===== config.mk =====
export PLATFORM = sky130hd
export DESIGN_NAME = wb_stage
export DESIGN_NICKNAME = d
export VERILOG_FILES = /design/src/rtl/wb_stage.sv
export SDC_FILE = /design/constraint.sdc
export NUM_CORES = 1
export LEC_CHECK = 0
export ABC_AREA = 1
export ABC_CLOCK_PERIOD_IN_PS = 1600
export CORE_AREA = 10 10 195 124
export CTS_BUF_LIST = sky130_fd_sc_hd__clkbuf_16
export CTS_CLUSTER_SIZE = 40
export DETAILED_ROUTE_END_ITERATION = 10
export DIE_AREA = 0 0 205 134
export PLACE_DENSITY = 0.81
export SLEW_MARGIN = 10
export SYNTH_ARGS = -nofsm -noshare
export SYNTH_HDL_FRONTEND = slang
export SYNTH_SLANG_ARGS = --single-unit

===== constraint.sdc =====
create_clock -name clk -period 1.6 [get_ports clk]
set_input_delay 0.16 -clock clk [delete_from_list [all_inputs] [get_ports clk]]
set_output_delay 0.16 -clock clk [all_outputs]
set_load 0.03 [all_outputs]

===== src/rtl/wb_stage.sv =====
// Writeback stage: latches the MEM result, waits for load data,
// aligns/extends it and drives the register file write port.
module wb_stage #(
  parameter int DATA_WIDTH = 32,
  parameter int RD_WIDTH   = 5,
  parameter int CNT_WIDTH  = 64
) (
  input  logic                  clk,
  input  logic                  rst_n,
  input  logic                  valid_mem,
  input  logic [RD_WIDTH-1:0]   mem_rd,
  input  logic                  mem_rd_we,
  input  logic                  mem_is_load,
  input  logic [2:0]            mem_funct3,
  input  logic [DATA_WIDTH-1:0] mem_result,
  input  logic [DATA_WIDTH-1:0] mem_pc,
  input  logic                  dmem_rvalid,
  input  logic [DATA_WIDTH-1:0] dmem_rdata,
  input  logic                  allow_in_regfile,
  output logic                  allow_in_wb,
  output logic                  valid_wb,
  output logic                  ready_go_wb,
  output logic                  rf_we,
  output logic [RD_WIDTH-1:0]   rf_wa,
  output logic [DATA_WIDTH-1:0] rf_wd,
  output logic [DATA_WIDTH-1:0] wb_pc,
  output logic [CNT_WIDTH-1:0]  instret
);

  typedef enum logic {
    S_WAIT_RSP = 1'b0,
    S_DONE     = 1'b1
  } state_t;

  state_t                r_state;
  logic                  r_valid;
  logic [RD_WIDTH-1:0]   r_rd;
  logic                  r_rd_we;
  logic                  r_is_load;
  logic [2:0]            r_funct3;
  logic [DATA_WIDTH-1:0] r_result;
  logic [DATA_WIDTH-1:0] r_pc;
  logic [DATA_WIDTH-1:0] r_rsp_buf;
  logic [CNT_WIDTH-1:0]  r_instret;

  logic                  w_rsp_held;
  logic                  w_ready;
  logic                  w_retire;
  logic                  w_accept;
  logic                  w_capture;
  logic [DATA_WIDTH-1:0] w_ld_raw;
  logic [7:0]            w_byte;
  logic [15:0]           w_half;
  logic [DATA_WIDTH-1:0] w_ld_data;

  assign w_rsp_held = (r_state == S_DONE);
  assign w_ready    = ~r_is_load | w_rsp_held | dmem_rvalid;
  assign w_retire   = r_valid & w_ready & allow_in_regfile;
  assign w_accept   = valid_mem & (~r_valid | w_retire);
  // Only buffer a response that cannot be consumed this cycle.
  assign w_capture  = r_valid & r_is_load & ~w_rsp_held
                    & dmem_rvalid & ~w_retire;

  assign w_ld_raw = w_rsp_held ? r_rsp_buf : dmem_rdata;

  always_comb begin
    w_byte = w_ld_raw[7:0];
    case (r_result[1:0])
      2'd1:    w_byte = w_ld_raw[15:8];
      2'd2:    w_byte = w_ld_raw[23:16];
      2'd3:    w_byte = w_ld_raw[31:24];
      default: w_byte = w_ld_raw[7:0];
    endcase
  end

  assign w_half = r_result[1] ? w_ld_raw[31:16] : w_ld_raw[15:0];

  always_comb begin
    w_ld_data = w_ld_raw;
    case (r_funct3)
      3'b000:  w_ld_data = {{24{w_byte[7]}}, w_byte};
      3'b100:  w_ld_data = {24'd0, w_byte};
      3'b001:  w_ld_data = {{16{w_half[15]}}, w_half};
      3'b101:  w_ld_data = {16'd0, w_half};
      default: w_ld_data = w_ld_raw;
    endcase
  end

  always_ff @(posedge clk) begin
    if (!rst_n) begin
      r_state   <= S_WAIT_RSP;
      r_valid   <= 1'b0;
      r_rd      <= '0;
      r_rd_we   <= 1'b0;
      r_is_load <= 1'b0;
      r_funct3  <= '0;
      r_result  <= '0;
      r_pc      <= '0;
      r_rsp_buf <= '0;
      r_instret <= '0;
    end else begin
      if (w_accept) begin
        r_valid   <= 1'b1;
        r_rd      <= mem_rd;
        r_rd_we   <= mem_rd_we;
        r_is_load <= mem_is_load;
        r_funct3  <= mem_funct3;
        r_result  <= mem_result;
        r_pc      <= mem_pc;
        r_state   <= S_WAIT_RSP;
      end else if (w_retire) begin
        r_valid <= 1'b0;
        r_state <= S_WAIT_RSP;
      end else if (w_capture) begin
        r_rsp_buf <= dmem_rdata;
        r_state   <= S_DONE;
      end
      if (w_retire)
        r_instret <= r_instret + 1'b1;
    end
  end

  assign allow_in_wb = ~r_valid | w_retire;
  assign valid_wb    = r_valid;
  assign ready_go_wb = w_ready;
  assign rf_we       = r_valid & r_rd_we;
  assign rf_wa       = r_rd;
  assign rf_wd       = r_is_load ? w_ld_data : r_result;
  assign wb_pc       = r_pc;
  assign instret     = r_instret;

endmodule


==> impl_metrics.tcl <==
set metrics [dict create \
    min_period_ns 2.32 \
    slew_headroom_pct 70.7 \
    cts_hold_buffers 0 \
    synth-main-ff-cell "dfxtp_1" \
    worstPathRequired_ns 1.44 \
    grt_start_max_net_pins 47 \
    place.gp.congestion 0.985 \
    async_flop_share_pct 0 \
    drc 0 \
    critPathLaunchType "flip-flop" \
    antenna_found_initial 1 \
    place_hpwl_mm 28.3 \
    power_density_nw_per_um2 870 \
    holdCritPathClass "primary input to flip-flop" \
    grt_pass1_wl_mm 56.7 \
    crit_chain "buf_12 -> nand2_1 -> nand3_1 -> o211ai_1 -> buf_4 -> or2_4 -> nand3_1 -> nand2_1 -> inv_2 -> buf_4" \
    critical_path_class "flip-flop to primary output" \
    synth_most_common_cell "nor2_1" \
    die_width_um 205 \
    dr.pass1.iters 6 \
    finalHoldViolCount 0 \
    cts-htree-levels 4 \
    drtIter0Drc 1081 \
    synth-edff-count 0 \
    synth_top_area_share_pct 38.7 \
    antenna_left 0 \
    finalSetupViolations 197 \
    worstHoldPathCells 3 \
    crit_path_start "r_state$_SDFFE_PP0N_" \
    drv_slew 0 \
    path_max_fanout 14 \
    avgSynthCellArea_um2 6.40 \
    die_h_um 134 \
    slowest_stage "dfxtp_4" \
    cts_tree "yes" \
    ff2ff_setup_slack_ns -0.32 \
    cp_top_family "simple AND/OR/NAND/NOR gates" \
    p_leak_nw 6.34 \
    yosysSeqAreaShare_pct 38.7 \
    die_area_um2 27500 \
    clkSinkCount 172 \
    drive_gt1_share_pct 24.6 \
    vias_per_cell 5.37 \
    dp.cells 2019 \
    fin_ws_ns -0.717 \
    vdd_drop_max_mv 0.781 \
    yosys.cell_types.count 37 \
    critPathBufInv 4 \
    synth_nets 1502 \
    start_util_pct 43.2 \
    outcome "complete, but fails checks" \
    worst_pin_slew_ns 0.439 \
    finClkSkew_ns 0.00966 \
    yosys_warnings 0 \
    vias 11098 \
    final_net_count 1886 \
    fmax_ghz 0.432 \
    wl_per_cell_um 18.8 \
    ys_ff_latch 172 \
    clockBufferDepth 2 \
    rsz0062_at_grt "yes" \
    syn_area_um2 8890 \
    core-area_um2 20600 \
    clk_latency_ns 0.44 \
    crit_arrival_ns 2.16 \
    synth_common_cells "nor2_1, nand2_1, dfxtp_1, o21ai_0, inv_1" \
    worstRegToRegCells 11 \
    port_buffers 247 \
    hold_end "wb_pc[21]$_SDFFE_PN0P_" \
    cts_made_buffers 17 \
    r2r-start "r_state$_SDFFE_PP0N_" \
    overflow 0 \
    max_stage_delay_ns 0.42 \
    grt_pass1_vias 10120 \
    track_usage_pct 26.0 \
    synth_area_leader_cell "dfxtp_1" \
    fin_tns_setup_ns -40.33 \
    path_clk_slew_ns 0.07 \
    area_growth_pct 61.6 \
    drv_cap 0 \
    routed_wl_mm 38.8 \
    num_rows 41 \
    io-pin-count 248 \
    cts-root-buf "clkbuf_16" \
    synthTopCellsByArea "dfxtp_1, nor2_1, nand2_1" \
    timing.final.crit_share_pct 145 \
    crit_path_end_kind "primary output" \
    hp-start "rst_n" \
    r2r-end "instret[21]$_SDFFE_PN0P_" \
    violations "setup timing" \
    synthCells 1390 \
    fin_cells 2067 \
]
-- stage by stage --
step / total power, mW / worst slack [ns] / area (um^2) / utilization (%) / hold slack [ns]
6_report: 12.5 / -0.717 / 14400 / 69.8 / 0.0668
5_1_grt: 12.9 / -0.795 / 14400 / 69.8 / 0.0664
4_1_cts: 12.3 / -0.723 / 13900 / 67.4 / 0.0562
3_5_place_dp: 7.34 / -0.486 / 13000 / 63.4 / 0.449
3_3_place_gp: 7.29 / -0.458 / 13000 / 63.4 / 0.437
2_1_floorplan: 6.12 / -0.0406 / 9200 / - / 0.309
-- cell usage in the layout (no fill, tap or decap), types with 46 or more instances in the layout --
cell and n:
a21oi_1 53, buf_4 160, clkdlybuf4s50_1 117, dfxtp_1 142, dlygate4sd2_1 87, inv_1 91
nand2_1 234, nand3_1 56, nor2_1 346, o21ai_0 84, o21ai_1 46
-- layer usage --
layer  GRT usage [%]  vias up  part of all wire (%)
met2            37.2      629                    41
li1                -     5246                     -
met3            9.28       57                    12
met1            35.8     5166                    45
met4            7.32        0                   1.7
met5               0        -                     0
-- worst min-delay path: stages --
cell and delay [ns]:
buf_4 0.17, o21ai_0 0.09, nor2_1 0.04
-- power breakdown --
part           internal, mW  switching [mW]  total [mW]
Combinational          1.27            1.70        2.97
Clock                  3.09            1.85        4.95
Sequential             4.47           0.110        4.58
Total                  8.83            3.67        12.5
-- sequential cells by signal, indices dropped and copies added, names as in the netlist --
| name | cells |
|---|---|
| valid_wb | 1 |
| instret | 64 |
| wb_pc | 32 |
| r_rsp_buf | 32 |
| r_is_load | 1 |
| rf_wa | 5 |
| r_rd_we | 1 |
| r_result | 32 |
| r_funct3 | 3 |
| r_state | 1 |
-- cell type report --
| class | instances | area [um^2] |
|---|---|---|
| sequential | 172 | 3490 |
| clock buffer | 17 | 425 |
| inverter | 108 | 428 |
| antenna | 1 | 2.50 |
| multi-input combinational | 1048 | 5390 |
| tap | 279 | 349 |
| fill | 1654 | 6200 |
| timing repair buffer | 426 | 4000 |
| clock inverter | 15 | 269 |
| timing repair inverter | 1 | 16.3 |
-- cells by family (layout without fill, tap and decap cells) --
| logic type | after synthesis | after routing | share of synthesized area [%] |
|---|---|---|---|
| AND/OR/NAND/NOR | 792 | 794 | 38.1 |
| XOR/XNOR | 12 | 12 | 1.18 |
| AO/OA/AOI/OAI | 241 | 241 | 14.2 |
| other | 0 | 1 | 0 |
| buffers and inverters | 172 | 567 | 7.70 |
| flip-flops | 172 | 172 | 38.7 |
| adder cells (fa/ha/maj) | 1 | 1 | 0.141 |
-- how the worst max path moves through the flow --
stage,end,slack (ns),depth (start not counted)
6_report,rf_wd[24],-0.72,10
5_1_grt,rf_wd[16],-0.79,11
4_1_cts,rf_wd[24],-0.72,11
3_5_place_dp,rf_wd[1],-0.49,9
3_3_place_gp,rf_wd[1],-0.46,9
2_1_floorplan,rf_wd[21],-0.04,9
-- timing repair --
| item | 4_1_cts | 5_1_grt |
|---|---|---|
| resized for setup | 187 | 133 |
| setup buffers | 3 | 5 |
| cloned | 0 | 7 |
| pin swaps | 17 | 15 |
| endpoints found under the setup margin | 284 | 202 |
Power figures use the tool's default switching activity.
